## src/rtl/median_pkg.sv

```systemverilog
// Shared defaults, index-width helper and sample type for the median filter.
package median_pkg;

   localparam int WIDTH_DEF = 8;
   localparam int N_DEF     = 9;

   // Width of a counter that spans 0..n-1 (never narrower than one bit).
   function automatic int idx_width(input int n);
      return (n > 1) ? $clog2(n) : 1;
   endfunction

   localparam int IDX_W = idx_width(N_DEF);

   typedef logic [WIDTH_DEF-1:0] sample_t;

endpackage

```

## src/rtl/median_if.sv

```systemverilog
// Sample-in / result-out bus of the median filter.
interface median_if
   import median_pkg::*;
#(
   parameter int WIDTH = WIDTH_DEF
);

   logic             DSI;
   logic [WIDTH-1:0] DI;
   logic [WIDTH-1:0] DO;
   logic             DSO;

   modport master (output DSI, DI, input  DO, DSO);
   modport slave  (input  DSI, DI, output DO, DSO);

endinterface

```

## src/rtl/median_cell.sv

```systemverilog
// One slot of the descending sorted store: next value of s[i] when di_i is inserted.
module median_cell
   import median_pkg::*;
#(
   parameter int WIDTH = WIDTH_DEF
) (
   input  logic [WIDTH-1:0] di_i,    // sample being inserted
   input  logic [WIDTH-1:0] prev_i,  // s[i-1]; all ones for the top slot
   input  logic [WIDTH-1:0] cur_i,   // s[i]
   output logic [WIDTH-1:0] nxt_o    // s'[i]
);

   // Larger values keep their slot, the first slot not above di_i takes di_i,
   // everything below shifts down one place.
   always_comb begin
      if (cur_i > di_i) begin
         nxt_o = cur_i;
      end else if (prev_i > di_i) begin
         nxt_o = di_i;
      end else begin
         nxt_o = prev_i;
      end
   end

endmodule

```

## src/rtl/median.sv

```systemverilog
// Block median filter: sorts N consecutive samples on the fly and emits the middle one.
module median
   import median_pkg::*;
#(
   parameter int WIDTH = WIDTH_DEF,
   parameter int N     = N_DEF      // odd, >= 3
) (
   input  logic     CLK,
   input  logic     nRST,           // synchronous, active-high
   median_if.slave  bus
);

   localparam int CW  = idx_width(N);
   localparam int MID = (N - 1) / 2;

   logic [CW-1:0]    cnt_q, cnt_d;
   logic             done_q, done_d;
   logic             dso_q, dso_d;
   logic [WIDTH-1:0] do_q, do_d;
   logic [WIDTH-1:0] s_q    [N];
   logic [WIDTH-1:0] s_d    [N];
   logic [WIDTH-1:0] s_prev [N];
   logic [WIDTH-1:0] s_ins  [N];

   // Upper-neighbour view of the store; the top slot sees an unbeatable value.
   always_comb begin
      s_prev[0] = '1;
      for (int unsigned i = 1; i < N; i++) begin
         s_prev[i] = s_q[i-1];
      end
   end

   for (genvar g = 0; g < N; g++) begin : g_cell
      median_cell #(
         .WIDTH (WIDTH)
      ) u_cell (
         .di_i   (bus.DI),
         .prev_i (s_prev[g]),
         .cur_i  (s_q[g]),
         .nxt_o  (s_ins[g])
      );
   end

   // Capture/insert, block position tracking and abort on a gap in DSI.
   always_comb begin
      cnt_d  = cnt_q;
      done_d = 1'b0;
      for (int unsigned i = 0; i < N; i++) begin
         s_d[i] = s_q[i];
      end
      if (bus.DSI) begin
         if (cnt_q == '0) begin
            s_d[0] = bus.DI;
            for (int unsigned i = 1; i < N; i++) begin
               s_d[i] = '0;
            end
         end else begin
            for (int unsigned i = 0; i < N; i++) begin
               s_d[i] = s_ins[i];
            end
         end
         if (cnt_q == CW'(N - 1)) begin
            cnt_d  = '0;
            done_d = 1'b1;
         end else begin
            cnt_d = cnt_q + CW'(1);
         end
      end else begin
         cnt_d = '0;
      end
   end

   // Result register: store is read one edge after the last capture, so a new
   // block may already be overwriting it on that same edge.
   always_comb begin
      dso_d = done_q;
      do_d  = done_q ? s_q[MID] : do_q;
   end

   // State registers with synchronous reset overriding any capture.
   always_ff @(posedge CLK) begin
      if (nRST) begin
         cnt_q  <= '0;
         done_q <= 1'b0;
         dso_q  <= 1'b0;
         do_q   <= '0;
         for (int unsigned i = 0; i < N; i++) begin
            s_q[i] <= '0;
         end
      end else begin
         cnt_q  <= cnt_d;
         done_q <= done_d;
         dso_q  <= dso_d;
         do_q   <= do_d;
         for (int unsigned i = 0; i < N; i++) begin
            s_q[i] <= s_d[i];
         end
      end
   end

   assign bus.DO  = do_q;
   assign bus.DSO = dso_q;

endmodule

```

## src/flat_wrapper.sv

```systemverilog
// flat-port wrapper written by rule: the top's interface ports become plain ports
module median_flat import median_pkg::*;
#(
   parameter int WIDTH = WIDTH_DEF,
   parameter int N     = N_DEF                  
)
  (CLK, nRST, bus_DSI, bus_DI, bus_DO, bus_DSO);
  median_if #(.WIDTH(WIDTH)) bus_i ();
  input  logic CLK;
  input  logic nRST;
  input wire logic [$bits(bus_i.DSI)-1:0] bus_DSI;
  input wire logic [$bits(bus_i.DI)-1:0] bus_DI;
  output wire logic [$bits(bus_i.DO)-1:0] bus_DO;
  output wire logic [$bits(bus_i.DSO)-1:0] bus_DSO;
  assign bus_i.DSI = bus_DSI;
  assign bus_i.DI = bus_DI;
  assign bus_DO = bus_i.DO;
  assign bus_DSO = bus_i.DSO;
  median #(.WIDTH(WIDTH), .N(N)) u_core (.CLK(CLK), .nRST(nRST), .bus(bus_i));
endmodule
```

## config.mk

```make
export PLATFORM = sky130hd
export DESIGN_NAME = median_flat
export DESIGN_NICKNAME = d
export VERILOG_FILES = /design/src/rtl/median_pkg.sv /design/src/rtl/median_if.sv /design/src/rtl/median_cell.sv /design/src/rtl/median.sv /design/src/flat_wrapper.sv
export SDC_FILE = /design/constraint.sdc
export NUM_CORES = 1
export LEC_CHECK = 0
export BUFFER_PORTS_ARGS = -buffer_cell sky130_fd_sc_hd__buf_2
export CORE_ASPECT_RATIO = 0.5
export CORE_MARGIN = 5
export CORE_UTILIZATION = 65
export CTS_CLUSTER_SIZE = 14
export DETAILED_ROUTE_END_ITERATION = 7
export GPL_TIMING_DRIVEN = 0
export PLACE_DENSITY = 0.95
export REMOVE_ABC_BUFFERS = 1
export SYNTH_ARGS = -nofsm -noshare
export SYNTH_HDL_FRONTEND = slang
export SYNTH_SLANG_ARGS = --single-unit
export TNS_END_PERCENT = 50
```

## constraint.sdc

```tcl
create_clock -name CLK -period 4.3 [get_ports CLK]
set_clock_uncertainty 0.2 [all_clocks]
set_input_delay 0.86 -clock CLK [delete_from_list [all_inputs] [get_ports CLK]]
set_output_delay 0.86 -clock CLK [all_outputs]
set_load 0.1 [all_outputs]
```

After elaboration in Yosys (flattened, before gate mapping)
Memory sizes are Yosys's and may differ from the RTL's.
Cells that the tools add are included.
{ "classes": {"addsub": 1, "magnitude_cmp": 10, "n_eq_ne": 1, "n_mux": 33, "bitwise_logic": 10, "reduce_logical": 3} }
{ "ops": {"columns": ["cell", "n"], "rows": [
  ["$mux W8", 27],
  ["$mux W72", 2],
  ["$gt A8 B8 Y1", 9],
  ["$or A1 B1 Y1", 9],
  ["$gt A8 B8 Y1 const A", 1],
  ["$add A4 B1 Y4 const B", 1],
  ["$eq A4 B4 Y1 const B", 1],
  ["$logic_not A4 Y1", 1],
  ["$mux W1", 4],
  ["$reduce_or A3 Y1", 1],
  ["$reduce_or A2 Y1", 1],
  ["$not A1 Y1", 1]
]} }
{ "totals": {"ff_bits": 14, "ramBits": 72, "in_bits": 11, "out_inout_bits": 9, "elab_cells": 63, "n_memories": 1} }
{ "memory_table": {"columns": ["memory", "words", "width", "rd", "rd_ports_with_merged_regs", "write_ports", "line_no", "text"], "rows": [
  ["u_core.s_q", 9, 8, 9, 0, 9, "median.sv:20", "logic [WIDTH-1:0] s_q [N];"]
]} }

Logic depth before layout (Yosys ltp)
Gate-level depths: netlist (run 1).
An unclocked memory read counts as a cell.
{ "depth": {"word_depth": 7, "ltp_mapped": 9, "ltp_nobuf": 8} }

By module
A second synthesis (run 1) with hierarchy kept.
{ "hier_totals": {"hier_cells": 662, "hier_area_um2": 5363.9} }
{ "modules_own_cells": {"columns": ["mod", "instances", "cells_per_inst", "area_each_um2", "seq_area_each_um2"], "rows": [
  ["median_cell", 5, 85, 650.6, 0.0],
  ["median", 1, 237, 2110.8, 1081.0]
]} }

Worst setup path before layout (run 1)
Ideal clock, no wire load.
{ "synth_path": {"path_type": "input to register", "from": "input bus_DI[1]", "to": "memory u_core.s_q[0][6] (netlist bit)", "setup_ps": 128, "arrival_ps": 2398, "required_time_ps": 3972, "path_slack_ps": 1575, "path_stages": 8, "n_path_buf": 0, "cell_sequence": "inv_1 -> ha_1 -> nor2b_1 -> o211ai_1 -> nand2_1 -> a221oi_4 -> mux2i_1 -> nor2_1"} }
{ "synth_rtl": {"columns": ["item", "line_no", "text"], "rows": [
  ["from (decl)", "flat_wrapper.sv:12", "input wire logic [$bits(bus_i.DI)-1:0] bus_DI;"],
  ["to (decl)", "median.sv:20", null]
]} }

==> results.tsv, run 1 <==
metric	value	unit
run status	complete, no violations	
detailed placement HPWL	5.64	mm
CTS Buf Count	5	
power per cell area	268	nW/um2
Synth top area share	34.0	%
via count of the first global-routing pass	2708	
Post-synth ARST share	0	%
# diodes	0	
WS Path Type	primary input to register	
Final period util	81.8	%
CP endpoint kind	register	
core area	4820	um2
antenna-violating nets left	0	
die area	6470	um2
final setup margin	0.782	ns
clock network fraction of design power	30.5	%
Arrival @ worst endpoint	3.53	ns
Area Overhead vs Synth	7.24	%
gpl congestion	0.861	
chip width	109	um
hold path start	u_core.s_q[2][7]	
Area contributors post-synth	dfxtp_1, ha_1, mux2i_1	
total negative setup slack	0	ns
maximum clock frequency	284	MHz
clk slew on worst S/H paths	0.09	ns
CTS tree	done	
yosys warns	0	
Net Sw Power	252	uW
P_int	663	uW
Layout Nets	414	
worst-path cell chain	buf_2 -> inv_1 -> ha_1 -> a211o_1 -> o211ai_1 -> nand2b_1 -> o21bai_1 -> nand2_1 -> o21ai_0	
row count	18	
Final Max Slew Viols	0	
WHS Path Cells	2	
setup violators final	0	
MaxCap Viol Count	0	
Leak	1.59	nW
Peak VDD IR	0.142	mV
hold worst-path end	u_core.s_q[2][7]	
initial antenna violation count	0	
Reg-to-Reg End	u_core.s_q[1][2]	
count leader, synth	dfxtp_1	
Post-CTS Resized	0	
post-synthesis sequential area ratio	34.0	%
worst-margin pin slew	1.05	ns
first-pass GRT wire length	12.3	mm
RSZ-0062 raised after global routing	no	
number of synthesized flops with an enable pin	0	
prevailing post-synth register cell	dfxtp_1	
Clock Sinks	54	
post-synthesis register bit count	54	
Rel. slew slack	30.1	%
crit-path max FO	9	
Final min period	3.52	ns
Synth top cells by count	dfxtp_1, mux2i_1, ha_1	
Worst setup SP type	primary input	
reg2reg start	u_core.s_q[1][5]	
setup bufs post-CTS	0	
Via density	6.14	
Hold Buf Count CTS	0	
Avg Cell Area, Syn	9.30	um2
critical path's largest stage delay	0.79	ns
Place WS	0.617	ns
clock buffer depth	2	
CTS Root Cell	clkbuf_8	
vias	2647	
Cells after Synth	342	
residual DRC count	0	
Reg2Reg Depth	7	
die height	59.5	um
Yosys cell types	36	
Hold WC Path Type	register to register	
flop2flop setup slack	1.36	ns
CP top delay family	compound AO/OA/AOI/OAI gates	
Gate power share	13.2	%
Reg power frac	56.2	%
# H-tree levels	2	
CP max stage cell	o21bai_1	
DRT Wirelength	7.24	mm
routed len/inst	16.8	um
First DRT Iteration DRCs	188	
worst path bufs/invs	2	
Sw Ratio	27.5	%
Mapped Area	3180	um2
final hold vios	0	
First-pass DRT Iterations	6	
Initial Utilization	66.0	%
total grt overflow	0	
Synth area leader	dfxtp_1	
Tot GR Track Use	24.3	%
io pins	20	
WP data required	4.31	ns
largest net degree at the start of global routing	24	
layout cell share with drive strength beyond 1	10.5	%
worst-skew pair later-pin latency	0.32	ns
Port Buffers	19	
[tightest hold or removal path: cells and delay by family (launching register included)]
family	cells	cell delay, ns
and+or+nand+nor	1	0.06
DFF	1	0.33
AOI/OAI and AO/OA	1	0.05
[cells in the final DEF, fill, tap and decap left out, types with 2 or more instances in the layout]
| cell type | instances |
|---|---|
| o22ai_1 | 8 |
| o32a_1 | 3 |
| dfxtp_1 | 54 |
| o21ba_2 | 3 |
| nor2_1 | 30 |
| o21ai_0 | 25 |
| o21bai_1 | 4 |
| nand2_1 | 30 |
| a21oi_1 | 12 |
| o31ai_2 | 3 |
| a311oi_1 | 3 |
| nor2_2 | 2 |
| ha_1 | 42 |
| nand2b_1 | 5 |
| a211o_1 | 3 |
| mux2i_1 | 48 |
| o21ai_1 | 2 |
| inv_1 | 23 |
| nand4_1 | 9 |
| nor2b_1 | 6 |
| buf_2 | 19 |
| o211ai_1 | 8 |
| clkinv_2 | 2 |
| clkbuf_8 | 5 |
[layer usage]
metal	track usage, %	vias up	wire [um]
li1	-	1276	-
met1	28.3	1249	3210
met2	43.8	104	3470
met3	5.01	18	433
met4	10.8	0	125
met5	0	-	0
[cell families (layout without fill, tap and decap cells)]
family	count (synthesis)	in the layout	share of synthesized area, %
AOI/OAI and AO/OA	78	78	17.0
buffers and inverters	30	49	3.70
muxes	48	48	15.1
xor gates and xnor gates	2	2	0.551
and+or+nand+nor	88	88	13.1
adders and majority gates	42	42	16.5
DFF	54	54	34.0
[registers in the layout, summed over array words and instances, names as in the netlist]
name / cells
u_core.bus.DSO: 1
u_core.cnt_q: 4
u_core.s_q: 40
u_core.bus.DO: 8
u_core.done_q: 1
[worst max path at each step]
stage | from | end | cells after the start
4_1_cts | bus_DI[5] | u_core.s_q[1][2] | 9
2_1_floorplan | bus_DI[5] | u_core.s_q[2][1] | 8
3_3_place_gp | bus_DI[5] | u_core.s_q[2][3] | 9
3_5_place_dp | bus_DI[5] | u_core.s_q[2][5] | 9
5_1_grt | bus_DI[5] | u_core.s_q[2][3] | 9
6_report | bus_DI[5] | u_core.s_q[1][2] | 9
[power groups by stage]
| stage | combinational (mW) | clock [mW] | sequential [mW] |
|---|---|---|---|
| final | 0.121 | 0.279 | 0.514 |
| after global routing | 0.133 | 0.302 | 0.516 |
| after CTS | 0.119 | 0.278 | 0.514 |
| after detailed placement | 0.117 | 0 | 0.526 |
| after global placement | 0.108 | 0 | 0.525 |
| after floorplan | 0.0811 | 0 | 0.524 |
[area by class of cell]
type,count,area [um2]
inverters,23,86.3
fillers,339,1410
repair buffers,19,95.1
flip-flops and latches,54,1080
multi-input cells,258,1980
clock inverters,2,10.0
clock buffers,5,68.8
well taps,70,87.6
[through the flow]
step	power, mW	hold slack (ns)	utilization (%)	instance area [um2]	cells
5_1_grt	0.951	0.306	70.7	3410	431
3_5_place_dp	0.643	0.259	69.1	3330	424
4_1_cts	0.911	0.280	70.7	3410	431
2_1_floorplan	0.605	0.230	-	3150	335
3_3_place_gp	0.633	0.241	69.1	3330	424
6_report	0.915	0.279	70.7	3410	431
(Power assumes the default switching activity.)
==> inputs of run 2 (changes only) <==
--- a/config.mk
+++ b/config.mk
@@ -5,14 +5,15 @@
 export SDC_FILE = /design/constraint.sdc
 export NUM_CORES = 1
 export LEC_CHECK = 0
+export ABC_AREA = 1
 export BUFFER_PORTS_ARGS = -buffer_cell sky130_fd_sc_hd__buf_2
 export CORE_ASPECT_RATIO = 0.5
 export CORE_MARGIN = 5
-export CORE_UTILIZATION = 65
+export CORE_UTILIZATION = 62
 export CTS_CLUSTER_SIZE = 14
 export DETAILED_ROUTE_END_ITERATION = 7
 export GPL_TIMING_DRIVEN = 0
-export PLACE_DENSITY = 0.95
+export PLACE_DENSITY = 0.92
 export REMOVE_ABC_BUFFERS = 1
 export SYNTH_ARGS = -nofsm -noshare
 export SYNTH_HDL_FRONTEND = slang
==> constraint.sdc (replaced) <==
create_clock -name CLK -period 3.5 [get_ports CLK]
set_clock_uncertainty 0.2 [all_clocks]
set_input_delay 0.7 -clock CLK [delete_from_list [all_inputs] [get_ports CLK]]
set_output_delay 0.7 -clock CLK [all_outputs]
set_load 0.1 [all_outputs]
==> results.tsv, run 2 <==
metric	value	unit	change
Port Buffers	19		unchanged
Hold WC Path Type	register to register		
reg2reg start	u_core.s_q[0][7]		
die area	7660	um2	+18%
Final min period	2.54	ns	
Mapped Area	3670	um2	+16%
worst-margin pin slew	1.05	ns	+0.00585 ns
first-pass GRT wire length	15.3	mm	+24%
routed len/inst	15.6	um	-7.3%
CP top delay family	simple AND/OR/NAND/NOR gates		
clock buffer depth	2		unchanged
post-synthesis sequential area ratio	29.4	%	-4.6 points
CTS Buf Count	5		unchanged
# H-tree levels	2		unchanged
number of synthesized flops with an enable pin	0		unchanged
max reg flops	40		unchanged
# diodes	0		unchanged
CP dominant cell by count	nand2_1		
Final period util	72.6	%	
worst path bufs/invs	2		unchanged
chip width	119	um	+9.1%
Area contributors post-synth	dfxtp_1, nand2_1, ha_1		
Clock Sinks	54		unchanged
MaxCap Viol Count	0		unchanged
Hold Buf Count CTS	0		unchanged
maximum clock frequency	393	MHz	
WS Path Type	primary input to register		
antenna-violating nets left	0		unchanged
post-synthesis register bit count	54		unchanged
core area	5610	um2	+16%
Worst setup SP type	primary input		
residual DRC count	0		unchanged
most frequent cells in the layout	nand2_1, dfxtp_1, nand3_1, ha_1, a21oi_1		
Post-CTS Resized	0		unchanged
initial antenna violation count	0		unchanged
fin util	70.9	%	+0.11 points
setup violators final	0		unchanged
vias	3367		+27%
commonest non-fill, non-tap cell in the layout	nand2_1		
Avg Cell Area, Syn	7.41	um2	-20%
CP endpoint kind	register		
CTS tree	done		
Peak VDD IR	0.219	mV	+54%
critical path's largest stage delay	0.36	ns	-0.43 ns
count leader, synth	nand2_1		
Initial Utilization	65.5	%	-0.49 points
CTS Root Cell	clkbuf_16		
Rel. slew slack	29.8	%	-0.25 points
WHS	0.284	ns	+0.00469 ns
Layout Nets	567		+37%
final non-filler cell total	588		+36%
Reg2Reg Depth	8		+1
run status	complete, no violations		
worst-skew pair later-pin latency	0.30	ns	-0.02 ns
clk slew on worst S/H paths	0.08	ns	about the same
row count	19		+1
via count of the first global-routing pass	3187		+18%
layout cell share with drive strength beyond 1	17.9	%	+7.3 points
Inst Count DP	580		+37%
total grt overflow	0		unchanged
worst-path cell chain	buf_2 -> inv_1 -> ha_1 -> nand2_1 -> nor2_4 -> nand4_4 -> nand3_4 -> nand2_4 -> nand2_1 -> a21oi_1		
Worst setup startpoint	bus_DI[7]		
Synth area leader	dfxtp_1		
Cells after Synth	496		+45%
Synth top area share	29.4	%	-4.6 points
hold path start	u_core.cnt_q[0]		
CP max stage cell	ha_1		
io pins	20		unchanged
hold worst-path end	u_core.cnt_q[0]		
Via density	5.73		-6.8%
First-pass DRT Iterations	6		unchanged
Overall Power	1.35	mW	+48%
Area Overhead vs Synth	8.21	%	
Synth top cells by count	nand2_1, dfxtp_1, nand3_1		
power per cell area	341	nW/um2	+27%
RSZ-0062 raised after global routing	no		
gpl congestion	0.888		+3.1%
final hold vios	0		unchanged
Final Max Slew Viols	0		unchanged
Yosys cell types	27		-25%
detailed placement HPWL	6.50	mm	+15%
total negative setup slack	0	ns	unchanged
Tot GR Track Use	24.7	%	+0.41 points
Reg with most FFs	u_core.s_q		
setup bufs post-CTS	0		unchanged
yosys warns	0		unchanged
crit-path max FO	10		+1
Leak	1.88	nW	+18%
Arrival @ worst endpoint	2.48	ns	-1.05 ns
WHS Path Cells	1		-1
DRT Wirelength	9.16	mm	+26%
largest net degree at the start of global routing	43		+79%
prevailing post-synth register cell	dfxtp_1		
flop2flop setup slack	1.47	ns	+0.11 ns
First DRT Iteration DRCs	372		+98%
Post-synth ARST share	0	%	unchanged
Reg-to-Reg End	u_core.s_q[0][6]		
die height	64.4	um	+8.4%
WP data required	3.44	ns	-0.87 ns
[run 2: changes by cell type after synthesis, sizes merged, moves of 8 or more]
cell    previous run  this run
a21oi             12        53
o211ai             8         0
mux2i             48         0
o21ai             27         8
nand3              1        50
inv               23        37
o22ai              9         0
nand2             30       196
[run 2: worst max path at each step]
stage | cells after the start | end | slack [ns]
final | 10 | u_core.s_q[0][6] | 0.96
after global routing | 10 | u_core.s_q[0][5] | 0.87
after CTS | 10 | u_core.s_q[0][6] | 1.02
after detailed placement | 10 | u_core.s_q[0][0] | 0.70
after global placement | 11 | u_core.s_q[0][2] | 0.80
after floorplan | 10 | u_core.s_q[3][0] | 1.31
[run 2: metrics by stage]
stage	area [um2]	setup slack, ns
2_1_floorplan	3630	1.31
3_3_place_gp	3820	0.799
3_5_place_dp	3820	0.704
4_1_cts	3980	1.02
5_1_grt	3980	0.868
6_report	3980	0.958
[run 2: logic make-up (layout without fill, tap and decap cells)]
kind of cell	Yosys count	count (layout)	synth area share, %
XOR/XNOR	1	1	0.238
buffers and inverters	47	66	5.45
AND/OR/NAND/NOR	285	285	38.9
flip-flops	54	54	29.4
adder cells (fa/ha/maj)	42	42	14.3
AO/OA/AOI/OAI	67	67	11.7
[run 2: area by class of cell]
type,count,area (um2)
multi-input combinational,395,2390
fill,424,1640
sequential,54,1080
inverter,39,161
clock buffer,5,125
timing repair buffer,19,95.1
tap,73,91.3
clock inverter,3,28.8
[run 2: worst register-to-register path, delay by kind of cell, from the launching register on]
kind | cells | cell delay (ns)
adders and majority gates | 1 | 0.31
and+or+nand+nor | 6 | 0.93
DFF | 1 | 0.35
AOI/OAI and AO/OA | 1 | 0.07
[run 2: where the power goes]
| group | switching [mW] | internal, mW |
|---|---|---|
| Clock | 0.257 | 0.274 |
| Sequential | 0.00900 | 0.623 |
| Combinational | 0.136 | 0.0565 |
| Total | 0.402 | 0.953 |
[run 2: metal layers]
layer	part of all wire (%)	up-vias	global-route usage, %
met4	2.0	0	9.67
met1	42	1529	30.5
met5	0	-	0
met2	48	160	44.0
li1	-	1659	-
met3	8.0	19	4.17
==> inputs of run 3 (changes only) <==
--- a/config.mk
+++ b/config.mk
@@ -5,15 +5,15 @@
 export SDC_FILE = /design/constraint.sdc
 export NUM_CORES = 1
 export LEC_CHECK = 0
-export ABC_AREA = 1
+export ABC_AREA = 0
 export BUFFER_PORTS_ARGS = -buffer_cell sky130_fd_sc_hd__buf_2
 export CORE_ASPECT_RATIO = 0.5
 export CORE_MARGIN = 5
-export CORE_UTILIZATION = 62
+export CORE_UTILIZATION = 61
 export CTS_CLUSTER_SIZE = 14
 export DETAILED_ROUTE_END_ITERATION = 7
 export GPL_TIMING_DRIVEN = 0
-export PLACE_DENSITY = 0.92
+export PLACE_DENSITY = 0.91
 export REMOVE_ABC_BUFFERS = 1
 export SYNTH_ARGS = -nofsm -noshare
 export SYNTH_HDL_FRONTEND = slang
==> constraint.sdc (replaced) <==
create_clock -name CLK -period 2.59 [get_ports CLK]
set_clock_uncertainty 0.2 [all_clocks]
set_input_delay 0.518 -clock CLK [delete_from_list [all_inputs] [get_ports CLK]]
set_output_delay 0.518 -clock CLK [all_outputs]
set_load 0.1 [all_outputs]
==> results.tsv, run 3 (same netlist as run 1, synthesis figures left out) <==
metric	value	unit	change
run status	complete, but fails checks		
failing checks	negative setup slack		
final setup margin	-0.0678	ns	-1.03 ns
worst-skew pair later-pin latency	0.32	ns	+0.02 ns
via count of the first global-routing pass	2826		-11%
power per cell area	492	nW/um2	+44%
die area	6840	um2	-11%
WS Path Type	primary input to register		
Reg with most FFs	u_core.s_q		
Hold Buf Count CTS	0		unchanged
Peak VDD IR	0.314	mV	+43%
CTS Root Cell	clkbuf_8		
Rel. slew slack	60.0	%	+30 points
Worst setup SP type	primary input		
Final min period	2.66	ns	
layout cell share with drive strength beyond 1	14.0	%	-3.8 points
DR top layer	met4		
chip width	112	um	-5.7%
maximum clock frequency	376	MHz	
core area	4980	um2	-11%
Port Buffers	19		unchanged
CP endpoint kind	register		
First-pass DRT Iterations	5		-1
die height	61.1	um	-5.2%
Area Overhead vs Synth	13.4	%	
DRT Wirelength	8.63	mm	-5.8%
setup violators final	3		+3
MaxCap Viol Count	0		unchanged
largest net degree at the start of global routing	24		-44%
detailed-routing wirelength on met1	3.18	mm	-17%
Hold WC Path Type	register to register		
CTS Buf Count	5		unchanged
clk slew on worst S/H paths	0.10	ns	+0.02 ns
Place WS	-0.747	ns	-1.45 ns
final hold vios	0		unchanged
most frequent cells in the layout	dfxtp_1, mux2i_1, ha_1, nor2_1, nand2_1		
Initial Utilization	63.9	%	-1.6 points
# H-tree levels	2		unchanged
met2 WL	4.12	mm	-6.0%
io pins	20		unchanged
antenna-violating nets left	0		unchanged
First DRT Iteration DRCs	309		-17%
# diodes	0		unchanged
Tot GR Track Use	24.3	%	-0.46 points
Arrival @ worst endpoint	2.64	ns	+0.16 ns
vias	2950		-12%
total grt overflow	0		unchanged
CTS tree	done		
max reg flops	40		unchanged
Clock Sinks	54		unchanged
initial antenna violation count	0		unchanged
row count	18		-1
Via density	6.69		+17%
residual DRC count	0		unchanged
worst-margin pin slew	0.597	ns	-0.456 ns
first-pass GRT wire length	13.2	mm	-13%
WHS	0.286	ns	+0.00214 ns
crit-path max FO	6		-4
gpl congestion	0.865		-2.7%
Layout Nets	423		-25%
metal3 WL	846	um	+15%
Leak	1.68	nW	-10%
detailed placement HPWL	5.82	mm	-10%
filler cell count	299		-29%
commonest non-fill, non-tap cell in the layout	dfxtp_1		
WP data required	2.57	ns	-0.87 ns
clock buffer depth	2		unchanged
routed len/inst	19.6	um	+26%
Final period util	103	%	
Final Max Slew Viols	0		unchanged
-- run 3: worst paths after layout --
kind / from / endpoint / slack [ns] / cells after the start
hold / removal: u_core.cnt_q[0] / u_core.cnt_q[0] / 0.29 / 1
hold reg to reg: u_core.cnt_q[0] / u_core.cnt_q[0] / 0.29 / 1
setup reg to reg: u_core.s_q[1][7] / u_core.s_q[2][5] / 0.19 / 7
setup / recovery: bus_DI[7] / u_core.s_q[2][5] / -0.07 / 9
-- run 3: repair_timing --
action / in CTS / in global routing
endpoints found under the setup margin: 32 / 40
pin swaps: 0 / 5
hold endpoints to repair: 0 / 0
resized for setup: 5 / 4
buffers inserted: 0 / 9
-- run 3: final cells by class --
class,instances,area [um2],share of cell area [%]
Tap cell,70,87.6,2.43
Clock inverter,2,60.1,1.67
Timing Repair Buffer,28,175,4.86
Clock buffer,6,82.6,2.29
Multi-Input combinational cell,258,2030,56.4
Sequential cell,54,1080,30.0
Inverter,23,86.3,2.39
-- run 3: metal layers --
layer / up-vias / GRT usage, %
met5: - / 0
met4: 0 / 12.3
met3: 64 / 6.18
met2: 223 / 46.0
met1: 1369 / 26.3
li1: 1294 / -
-- run 3: worst max-delay path: stages --
cell and delay (ns):
buf_2 0.17, inv_1 0.19, ha_1 0.41, nand4_1 0.23, nor2_1 0.35, o21bai_4 0.24, buf_12 0.15, mux2i_1 0.24
o21ai_0 0.14
-- run 3: power by group --
group,switching (mW),leakage (nW),internal [mW],total [mW]
clock,0.281,0.0714,0.412,0.693
sequential,0.0117,0.437,0.842,0.854
combinational,0.141,1.17,0.0854,0.226
-- run 3: per-stage QoR --
stage               setup TNS [ns]  area, um2  std cells  total power [mW]  utilization [%]
floorplan                    -1.99       3150        335              1.00                -
finish                      -0.117       3610        441              1.77             72.4
CTS                              0       3500        432              1.75             70.3
detailed placement          -22.57       3330        424              1.07             66.9
global route                -0.968       3610        441              1.84             72.4
global placement            -18.24       3330        424              1.05             66.9
